--- config.mk ---
export PLATFORM = sky130hd
export DESIGN_NAME = pipeline_hazard_ctrl
export DESIGN_NICKNAME = d
export VERILOG_FILES = /design/src/rtl/pipeline_ctrl_pkg.sv /design/src/rtl/sat_counter.sv /design/src/rtl/pipeline_hazard_ctrl.sv
export SDC_FILE = /design/constraint.sdc
export NUM_CORES = 1
export LEC_CHECK = 0
export CAP_MARGIN = 40
export CORE_MARGIN = 2
export CORE_UTILIZATION = 48
export CTS_CLUSTER_DIAMETER = 200
export DETAILED_ROUTE_END_ITERATION = 7
export PLACE_DENSITY = 0.79
export SLEW_MARGIN = 10
export SYNTH_ARGS = -nofsm -noshare
export SYNTH_HDL_FRONTEND = slang
export SYNTH_SLANG_ARGS = --single-unit
--- constraint.sdc ---
create_clock -name clk -period 2.3 [get_ports clk]
set_input_delay 0.46 -clock clk [delete_from_list [all_inputs] [get_ports clk]]
set_output_delay 0.46 -clock clk [all_outputs]
set_load 0.02 [all_outputs]
--- src/rtl/pipeline_ctrl_pkg.sv ---
// Shared definitions for the MIPS pipeline control path: hazard FSM states
// and the opcode constants used by decode.
package pipeline_ctrl_pkg;

    typedef enum logic [1:0] {
        ST_RUN      = 2'd0,
        ST_MEM_WAIT = 2'd1,
        ST_ERR      = 2'd2
    } hz_state_e;

    localparam logic [5:0] NOP_OPCODE = 6'b111111;

    localparam logic [5:0] OP_RTYPE = 6'b000000;
    localparam logic [5:0] OP_J     = 6'b000010;
    localparam logic [5:0] OP_BEQ   = 6'b000100;
    localparam logic [5:0] OP_BNE   = 6'b000101;
    localparam logic [5:0] OP_LW    = 6'b100011;
    localparam logic [5:0] OP_SW    = 6'b101011;

endpackage

--- src/rtl/sat_counter.sv ---
// Saturating up-counter: holds at all-ones instead of wrapping.
module sat_counter #(
    parameter int W = 16
) (
    input  logic         clk,
    input  logic         rst,
    input  logic         inc,
    output logic [W-1:0] q
);

    always_ff @(posedge clk) begin
        if (rst)
            q <= '0;
        else if (inc && (q != {W{1'b1}}))
            q <= q + W'(1);
    end

endmodule

--- src/rtl/pipeline_hazard_ctrl.sv ---
// Stall/flush sequencer for the 5-stage pipeline: load-use bubbles, ID-stage
// redirect flushes, data-memory freeze with timeout, and stall/flush counters.
module pipeline_hazard_ctrl
    import pipeline_ctrl_pkg::*;
#(
    parameter int MEM_TIMEOUT = 255,
    parameter int CNT_W       = 16
) (
    input  logic             clk,
    input  logic             rst,
    input  logic [4:0]       id_rs,
    input  logic [4:0]       id_rt,
    input  logic             id_uses_rt,
    input  logic             ex_mem_read,
    input  logic [4:0]       ex_rd,
    input  logic             branch_taken,
    input  logic             jump,
    input  logic             mem_req,
    input  logic             mem_ready,
    output logic             pc_en,
    output logic             ifid_en,
    output logic             ifid_flush,
    output logic             idex_bubble,
    output logic             pipe_en,
    output logic             timeout_err,
    output logic [CNT_W-1:0] stall_cnt,
    output logic [CNT_W-1:0] flush_cnt
);

    localparam int WC_W = $clog2(MEM_TIMEOUT + 1);

    hz_state_e        state_q;
    logic [WC_W-1:0]  wait_cnt_q;
    logic             timeout_err_q;

    logic freeze, load_use, redirect;

    assign freeze   = mem_req & ~mem_ready;
    assign load_use = ex_mem_read && (ex_rd != 5'd0) &&
                      ((ex_rd == id_rs) || (id_uses_rt && (ex_rd == id_rt)));
    assign redirect = branch_taken | jump;

    // Priority: halt (reset/error/freeze) > load-use bubble > redirect flush.
    always_comb begin
        pc_en       = 1'b1;
        ifid_en     = 1'b1;
        ifid_flush  = 1'b0;
        idex_bubble = 1'b0;
        pipe_en     = 1'b1;
        if (rst || (state_q == ST_ERR) || freeze) begin
            pc_en   = 1'b0;
            ifid_en = 1'b0;
            pipe_en = 1'b0;
        end else if (load_use) begin
            pc_en       = 1'b0;
            ifid_en     = 1'b0;
            idex_bubble = 1'b1;
        end else if (redirect) begin
            ifid_flush = 1'b1;
        end
    end

    always_ff @(posedge clk) begin
        if (rst) begin
            state_q       <= ST_RUN;
            wait_cnt_q    <= '0;
            timeout_err_q <= 1'b0;
        end else begin
            case (state_q)
                ST_RUN: begin
                    if (freeze) begin
                        state_q    <= ST_MEM_WAIT;
                        wait_cnt_q <= WC_W'(1);
                    end
                end
                ST_MEM_WAIT: begin
                    if (!freeze) begin
                        state_q    <= ST_RUN;
                        wait_cnt_q <= '0;
                    end else if (wait_cnt_q == WC_W'(MEM_TIMEOUT)) begin
                        state_q       <= ST_ERR;
                        timeout_err_q <= 1'b1;
                    end else begin
                        wait_cnt_q <= wait_cnt_q + WC_W'(1);
                    end
                end
                ST_ERR: begin
                    timeout_err_q <= 1'b1;
                end
                default: begin
                    state_q    <= ST_RUN;
                    wait_cnt_q <= '0;
                end
            endcase
        end
    end

    assign timeout_err = timeout_err_q;

    sat_counter #(.W(CNT_W)) u_stall_cnt (
        .clk (clk),
        .rst (rst),
        .inc (~pc_en),
        .q   (stall_cnt)
    );

    sat_counter #(.W(CNT_W)) u_flush_cnt (
        .clk (clk),
        .rst (rst),
        .inc (ifid_flush),
        .q   (flush_cnt)
    );

endmodule
==> results of run 1 <==
routing by layer:
layer	global-route usage, %	up-vias	wire [um]	share of wire (%)
met5	0	-	0	0
met4	5.25	0	34	0.62
met3	3.84	2	204	3.7
met2	32.4	54	2650	48
met1	27.7	1073	2620	48
li1	-	1191	-	-
through the flow:
| stage | util (%) | worst slack (ns) | hold WS [ns] |
|---|---|---|---|
| 2_1_floorplan | - | 0.00666 | 0.472 |
| 3_3_place_gp | 67.2 | -0.683 | 0.451 |
| 3_5_place_dp | 67.2 | -0.679 | 0.450 |
| 4_1_cts | 69.3 | 0.00211 | 0.471 |
| 5_1_grt | 70.4 | -0.0373 | 0.505 |
| 6_report | 70.4 | 0.0106 | 0.469 |
what timing repair did:
| action | 4_1_cts | 5_1_grt |
|---|---|---|
| endpoints found under the setup margin | 12 | 15 |
| pin swaps | 7 | 13 |
| resized for setup | 38 | 17 |
| setup buffers | 0 | 0 |
| hold endpoints to repair | 0 | 0 |
area by class of cell:
type                       count  area share (%)
tap                           54            2.04
clock buffer                   6            2.20
multi-input combinational    226            43.5
inverter                       7           0.795
timing repair buffer          85            25.1
sequential                    43            26.1
clock inverter                 2           0.379
worst min-delay path, stage by stage (launching register included):
cell                      delay, ns
sky130_fd_sc_hd__dfxtp_1       0.32
sky130_fd_sc_hd__inv_1         0.05
sky130_fd_sc_hd__a31oi_1       0.07
state kept, by name (all words and copies together), names as in the netlist:
signal         flops
u_flush_cnt.q     16
u_stall_cnt.q     16
wait_cnt_q         8
state_q            2
timeout_err        1
synthesized netlist by cell type (5+ instances only):
library cell / instances / area share [%]
sky130_fd_sc_hd__or3_1: 11 / 3.0
sky130_fd_sc_hd__nor2b_1: 10 / 2.7
sky130_fd_sc_hd__inv_1: 7 / 1.1
sky130_fd_sc_hd__mux2i_1: 10 / 4.3
sky130_fd_sc_hd__nand2b_1: 10 / 2.7
sky130_fd_sc_hd__o21ai_0: 13 / 2.8
sky130_fd_sc_hd__nand4_1: 12 / 3.3
sky130_fd_sc_hd__or4_1: 5 / 1.6
sky130_fd_sc_hd__nand2_1: 25 / 4.1
sky130_fd_sc_hd__dfxtp_1: 43 / 37
sky130_fd_sc_hd__nand3_1: 14 / 3.0
sky130_fd_sc_hd__nor2_1: 32 / 5.2
sky130_fd_sc_hd__o31ai_1: 5 / 1.6
sky130_fd_sc_hd__xnor2_1: 13 / 4.9
sky130_fd_sc_hd__clkbuf_1: 5 / 0.81
sky130_fd_sc_hd__a21oi_1: 20 / 4.3
worst paths after layout:
kind	start	endpoint	slack, ns
max	ex_rd[1]	ifid_flush	0.01
min	timeout_err$_SDFFE_PP0P_	timeout_err$_SDFFE_PP0P_	0.47
max reg2reg	u_stall_cnt.q[0]$_SDFFE_PP0P_	u_stall_cnt.q[8]$_SDFFE_PP0P_	0.27
min reg2reg	timeout_err$_SDFFE_PP0P_	timeout_err$_SDFFE_PP0P_	0.47
power by group through the flow:
| stage | clock (mW) | sequential, mW | combinational (mW) |
|---|---|---|---|
| after global placement | 0 | 0.787 | 0.230 |
| after CTS | 0.480 | 0.770 | 0.235 |
| after detailed placement | 0 | 0.788 | 0.234 |
| final | 0.467 | 0.770 | 0.239 |
| after floorplan | 0 | 0.796 | 0.102 |
| after global routing | 0.507 | 0.773 | 0.260 |
cell families (layout without fill, tap and decap cells):
family | count (synthesis) | in the layout | synth area share (%)
AOI/OAI and AO/OA | 56 | 56 | 15.4
xor gates and xnor gates | 16 | 16 | 6.07
adders and majority gates | 3 | 3 | 1.63
buffers and inverters | 16 | 100 | 2.93
DFF | 43 | 43 | 37.3
muxes | 13 | 13 | 5.80
and+or+nand+nor | 138 | 138 | 30.9
==> impl_summary.txt, run 1 <==
----------------------------------------------------
[Flow run]
  Number of maximum-capacitance constraint violations ... 0

[Detailed routing]
  Vias/cell ... about 5.5
  Vias after detailed routing ... 2,320
  Routed length per instance ... 13.0 um
  Final Routed Wirelength ... 5.51 mm
  DRC violation total after the first TritonRoute iteration ... roughly 120
  First-pass iteration count of the detailed router ... 4
  Antenna-violating nets left ... 0
  DRC ... 0

[Clocking]
  Number of buffers inserted during clock tree synthesis ... 5
  Deepest clock path buffer count ... 2
  CTS Hold Bufs ... 0
  Later-pin clock latency in the skew report ... 0.29 ns
  Root Buffer ... sky130_fd_sc_hd__clkbuf_8
  Number of H-tree branching levels ... 2
  CTS tree ... yes
  CTS clk-pin slew, worst paths ... around 0.08 ns
  Sink count of the clock tree ... 43

[Power and ir drop]
  Total Power Consumption ... about 1.5 mW
  P per Cell Area ... 447 mW/mm2
  Leakage ... 1.24 nW
  Net switching power ... 381 uW
  Switching part of the total ... 25.8%
  Worst ir drop on vdd ... 0.343 mV
  Share of total power in sequential cells ... 52.2%
  Part of the total power dissipated in combinational logic ... 16.2%
  Clk pwr share ... 31.6%
  Internal power ... 1.10 mW

[Critical path]
  CP Data Arrival Time ... 1.83 ns
  Critical path data required time ... around 1.8 ns
  Logic depth of the worst register-to-register path ... 8
  Cell type group with the largest total delay on the critical path ... simple AND/OR/NAND/NOR gates
  Kind of capture point of the worst setup path ... output port
  Buffer and inverter count on the worst path ... 2
  Cell-by-cell listing of the critical path ... dlygate4sd2_1, or4_4, o21a_4, nand2_2, and2_4, buf_6
  Delay of the slowest critical-path stage ... 0.52 ns
  CP Max Fanout ... 3
  WS Path Type ... input port to output port
  Critical Path Start Type ... input port
  Logic depth of the worst path, buffers included ... 6
  Slowest-stage cell, CP ... sky130_fd_sc_hd__or4_4

[Timing]
  Setup TNS ... 0 ns
  Time the worst path needs with I/O delays and setup ... 2.29 ns
  Tightest slew margin relative to the limit ... between 70% and 80%
  Unrepaired setup endpoints after global routing ... true
  Clock skew ... 0.00292 ns
  Final max-slew violation count ... 0
  Final worst path period share ... 99.5%
  Number of hold-slack violations in the final timing report ... 0
  Transition at the pin with the smallest max-transition slack ... 0.388 ns
  Final setup fails ... 0
  Achievable clock frequency ... 437 MHz

[Floorplanning]
  Standard-cell row count ... 25
  Die Footprint ... 0.00538 mm2
  Die span in y ... 73.4 um
  Number of top-level pins ... between 60 and 70
  Core Box Area ... 0.00469 mm2
  Initial core utilization ... 49.2%
  Die width ... 73.4 um

[Cells and area]
  Layout cell share with drive strength beyond 1 ... between 15 and 20%
  Area of all placed cells without fillers ... around 0.0033 mm2
  Register cell area after layout ... about 860 um2
  Leading cell type in the layout, fill and taps excluded ... sky130_fd_sc_hd__dfxtp_1
  Filler-free cell count of the finished design ... 423
  Relative area change from synthesis to final layout ... 43.1%
  Antenna Diode Count ... 0
  Most frequent cells in the layout ... sky130_fd_sc_hd__dfxtp_1 (43), sky130_fd_sc_hd__clkdlybuf4s50_1 (42), sky130_fd_sc_hd__nor2_1 (31)
  Multi-input logic area ... 0.00144 mm2
  Nets ... a little under 400
  Layout filler cell count ... 392

[Placed design]
  Total half-perimeter wirelength after legalization and detailed placement ... 4.03 mm
  Total placed cells including tap cells ... 415
  GP Congestion ... between 0.8 and 0.9
  Post-detailed-placement cell area ... 0.00315 mm2
  IO buf count ... 60

[Synthesis]
  Total number of yosys warnings ... 0
  Syn Std Cell Area ... about 0.0023 mm2
  Number of library cell types mapped by synthesis ... 44
  Post-synthesis instance total ... 285
  Mean post-synth cell area ... 8.10 um2
  Most instantiated flip-flop cell in the synthesis netlist ... sky130_fd_sc_hd__dfxtp_1
  Number of enable-type register cells in the synthesized netlist ... 0
  Post-Synthesis Net Count ... 311
  Async set-or-reset flop fraction in the synthesized netlist ... 0%
  Number of register bits inferred by synthesis ... 43
  Sequential-to-total area share from yosys stat ... between 30 and 40%

[Global route]
  Number of global-route vias before repair ... 1,948
  Overflow left after global routing ... 0
  Largest net degree at the start of global routing ... 43
  Global-route wire length before repair ... 8.69 mm
  GRT Resource Usage Total ... 20.1%
  Antenna violations before repair ... 0

[Hold path]
  Hold WC Path Type ... register to register
  Count of cells along the worst hold path ... 2

[Run status]
  Result of the run ... complete, no violations

----------------------------------------------------
Note: power is estimated with default switching activity, not from simulation.
==> inputs of run 2 (changes only) <==
--- a/config.mk
+++ b/config.mk
@@ -11,6 +11,7 @@
 export CTS_CLUSTER_DIAMETER = 200
 export DETAILED_ROUTE_END_ITERATION = 7
 export PLACE_DENSITY = 0.79
+export REMOVE_ABC_BUFFERS = 1
 export SLEW_MARGIN = 10
 export SYNTH_ARGS = -nofsm -noshare
 export SYNTH_HDL_FRONTEND = slang
==> run 2 against run 1 <==
  * Sequential power hardly changed
  * Total power grew 3.3%
  * Die area stayed put
  * Combinational power increased by 2%
  * Maximum frequency down 1.8%
  * Largest power group unchanged
  * The run now ends with negative setup slack left
  * Critical endpoint is now u_stall_cnt.q[14]$_SDFFE_PP0P_
  * Via count rose by 0.39%
  * Worst hold slack got worse by 0.0012 ns
  * Final area decreased by 0.30%
  * Worst setup slack got worse by 0.043 ns
  * Cell count shrank 0.24%
  * Clock skew increased by 0.0033 ns
==> impl_summary.txt, run 2 (synthesis results as in run 1) <==
----------------------------------------------------
[Run status]
  Result of the run ... finished, violations left (was complete, no violations)
  Violations in the final reports ... negative setup slack

[Critical path]
  Start of the worst register-to-register path ... u_stall_cnt.q[2]$_SDFFE_PP0P_ (was u_stall_cnt.q[0]$_SDFFE_PP0P_)
  WS Path Type ... input port to register (was input port to output port)
  CP Data Arrival Time ... 2.55 ns (was 1.83 ns)
  R2R Setup Slk ... 0.21 ns (was 0.27 ns)
  Logic depth of the worst register-to-register path ... 7 (was 8)
  Launching instance or port of the critical path ... id_rs[2] (was ex_rd[1])
  Critical Path Start Type ... input port (unchanged)
  Capture instance of the worst register-to-register path ... u_stall_cnt.q[1]$_SDFFE_PP0P_ (was u_stall_cnt.q[8]$_SDFFE_PP0P_)
  Critical path data required time ... 2.52 ns (was 1.84 ns)
  Kind of capture point of the worst setup path ... register (was output port)
  CP Max Fanout ... 8 (was 3)
  Critical path endpoint ... u_stall_cnt.q[14]$_SDFFE_PP0P_ (was ifid_flush)

[Flow run]
  Number of maximum-capacitance constraint violations ... 0 (unchanged)

[Power and ir drop]
  Share of total power in sequential cells ... 50.5% (was 52.2%)
  Clk pwr share ... 33.5% (was 31.6%)
  Part of the total power dissipated in combinational logic ... 16.0% (was 16.2%)
  Internal power ... 1.13 mW (was 1.10 mW)
  P per Cell Area ... 463 mW/mm2 (was 447 mW/mm2)
  Worst ir drop on vdd ... 0.329 mV (was 0.343 mV)
  Leakage ... 1.19 nW (was 1.24 nW)
  Switching part of the total ... 25.8% (about the same)
  Total Power Consumption ... 1.52 mW (was 1.48 mW)
  Net switching power ... 394 uW (was 381 uW)

[Detailed routing]
  Vias after detailed routing ... 2,329 (was 2,320)
  DRC violation total after the first TritonRoute iteration ... 87 (was 117)
  Antenna-violating nets left ... 0 (unchanged)
  Vias/cell ... 5.52 (was 5.48)
  DRC ... 0 (unchanged)
  First-pass iteration count of the detailed router ... 4 (unchanged)
  Routed length per instance ... 13.4 um (was 13.0 um)
  Final Routed Wirelength ... 5.67 mm (was 5.51 mm)

[Timing]
  Clock skew ... 0.00625 ns (was 0.00292 ns)
  Number of hold-slack violations in the final timing report ... 0 (unchanged)
  Worst Slack Setup Final ... -0.0325 ns (was 0.0106 ns)
  Post-Route Hold Slack ... 0.467 ns (was 0.469 ns)
  Final max-slew violation count ... 0 (unchanged)
  Final setup fails ... 5 (was 0)
  Tightest slew margin relative to the limit ... 61.1% (was 73.5%)
  Final worst path period share ... 101% (was 99.5%)
  Transition at the pin with the smallest max-transition slack ... 0.578 ns (was 0.388 ns)
  Setup TNS ... -0.120 ns (was 0 ns)
  Time the worst path needs with I/O delays and setup ... 2.33 ns (was 2.29 ns)
  Achievable clock frequency ... 429 MHz (was 437 MHz)
  Unrepaired setup endpoints after global routing ... true (unchanged)

[Cells and area]
  Utilization after layout ... 70.2% (was 70.4%)
  Leading cell type in the layout, fill and taps excluded ... sky130_fd_sc_hd__clkdlybuf4s50_1 (was sky130_fd_sc_hd__dfxtp_1)
  Antenna Diode Count ... 0 (unchanged)
  Most frequent cells in the layout ... sky130_fd_sc_hd__clkdlybuf4s50_1 (50), sky130_fd_sc_hd__dfxtp_1 (43), sky130_fd_sc_hd__nor2_1 (31) (was sky130_fd_sc_hd__dfxtp_1 (43), sky130_fd_sc_hd__clkdlybuf4s50_1 (42), sky130_fd_sc_hd__nor2_1 (31))
  Nets ... 393 (was 394)
  Relative area change from synthesis to final layout ... 42.6% (was 43.1%)
  Layout cell share with drive strength beyond 1 ... 14.9% (was 15.4%)
  Largest registers in the final layout ... u_flush_cnt.q: 16 flops, u_stall_cnt.q: 16 flops, wait_cnt_q: 8 flops (unchanged)
  Filler-free cell count of the finished design ... 422 (was 423)

[Global route]
  GRT Resource Usage Total ... 21.7% (was 20.1%)
  Number of global-route vias before repair ... 2,162 (was 1,948)
  Antenna violations before repair ... 0 (unchanged)
  Largest net degree at the start of global routing ... 49 (was 43)
  Overflow left after global routing ... 0 (unchanged)
  Global-route wire length before repair ... 9.29 mm (was 8.69 mm)

[Placed design]
  GP Congestion ... 0.867 (was 0.824)
  Total placed cells including tap cells ... 414 (was 415)
  IO buf count ... 60 (unchanged)
  Total half-perimeter wirelength after legalization and detailed placement ... 4.13 mm (was 4.03 mm)

[Floorplanning]
  Die width ... 73.4 um (unchanged)
  Standard-cell row count ... 25 (unchanged)
  Die Footprint ... 0.00538 mm2 (unchanged)
  Core Box Area ... 0.00469 mm2 (unchanged)
  Number of top-level pins ... 61 (unchanged)
  Initial core utilization ... 49.2% (unchanged)
  Die span in y ... 73.4 um (unchanged)

[Hold path]
  Hold WC Path Type ... register to register (unchanged)

[Clocking]
  Later-pin clock latency in the skew report ... 0.30 ns (was 0.29 ns)
  CTS tree ... yes (unchanged)
  Deepest clock path buffer count ... 2 (unchanged)
  Number of H-tree branching levels ... 2 (unchanged)
  Number of buffers inserted during clock tree synthesis ... 5 (unchanged)
  # Post-CTS Setup Buffers ... 0 (unchanged)
  Sink count of the clock tree ... 43 (unchanged)
  Root Buffer ... sky130_fd_sc_hd__clkbuf_8 (unchanged)
  CTS clk-pin slew, worst paths ... 0.08 ns (about the same)

----------------------------------------------------
run 2: cell types whose count changed in the layout (fill, tap and decap cells not counted), moves of 2 or more:
cell                              previous run  this run
sky130_fd_sc_hd__clkdlybuf4s50_1            42        50
sky130_fd_sc_hd__dlymetal6s2s_1              7         1
sky130_fd_sc_hd__nor4_2                      2         0
sky130_fd_sc_hd__xnor2_1                    13        11
sky130_fd_sc_hd__xnor2_2                     0         2
run 2: layout make-up:
class                           count  area (um2)
Tap cell                           54        67.6
Fill cell                         380        1400
Inverter                            7        26.3
Multi-Input combinational cell    226        1440
Clock inverter                      1        8.76
Timing Repair Buffer               84         803
Sequential cell                    43         861
Clock buffer                        7        86.3
run 2: how the worst min path moves through the flow:
| stage | slack, ns | end | cells after the start | startpoint |
|---|---|---|---|---|
| after global routing | 0.51 | timeout_err$_SDFFE_PP0P_ | 2 | timeout_err$_SDFFE_PP0P_ |
| after detailed placement | 0.46 | timeout_err$_SDFFE_PP0P_ | 2 | timeout_err$_SDFFE_PP0P_ |
| after global placement | 0.46 | timeout_err$_SDFFE_PP0P_ | 2 | timeout_err$_SDFFE_PP0P_ |
| after CTS | 0.47 | timeout_err$_SDFFE_PP0P_ | 2 | timeout_err$_SDFFE_PP0P_ |
| final | 0.47 | timeout_err$_SDFFE_PP0P_ | 2 | timeout_err$_SDFFE_PP0P_ |
| after floorplan | 0.47 | wait_cnt_q[6]$_SDFFE_PP0P_ | 2 | wait_cnt_q[6]$_SDFFE_PP0P_ |
run 2: worst max-delay path, stage by stage:
cell                              delay (ns)
sky130_fd_sc_hd__clkdlybuf4s50_1        0.50
sky130_fd_sc_hd__xnor2_1                0.15
sky130_fd_sc_hd__nand3_1                0.13
sky130_fd_sc_hd__o22ai_2                0.21
sky130_fd_sc_hd__buf_4                  0.19
sky130_fd_sc_hd__a21oi_4                0.08
sky130_fd_sc_hd__buf_4                  0.16
sky130_fd_sc_hd__or4_1                  0.50
sky130_fd_sc_hd__a21oi_1                0.17
run 2: layer usage:
layer | wire length, um | GRT usage, % | vias to the layer above
met5 | 0 | 0 | -
met2 | 2950 | 38.5 | 43
met1 | 2430 | 25.3 | 1089
li1 | - | - | 1189
met3 | 201 | 4.94 | 8
met4 | 95 | 7.88 | 0
run 2: power groups by stage:
stage | Combinational, mW | Sequential [mW] | Clock [mW]
5_1_grt | 0.263 | 0.772 | 0.555
3_5_place_dp | 0.232 | 0.787 | 0
3_3_place_gp | 0.226 | 0.787 | 0
2_1_floorplan | 0.0865 | 0.797 | 0
4_1_cts | 0.232 | 0.770 | 0.524
6_report | 0.244 | 0.770 | 0.511
run 2: stage by stage:
stage          cell area (um2)  worst slack, ns
6_report                  3290          -0.0325
5_1_grt                   3290           -0.117
4_1_cts                   3240          -0.0324
3_5_place_dp              3140           -0.709
3_3_place_gp              3140           -0.671
2_1_floorplan             2270           -0.237
run 2: timing repair:
item,4_1_cts,5_1_grt
resized for setup,31,15
hold buffers,0,0
pin swaps,4,7
setup endpoints to repair,18,16
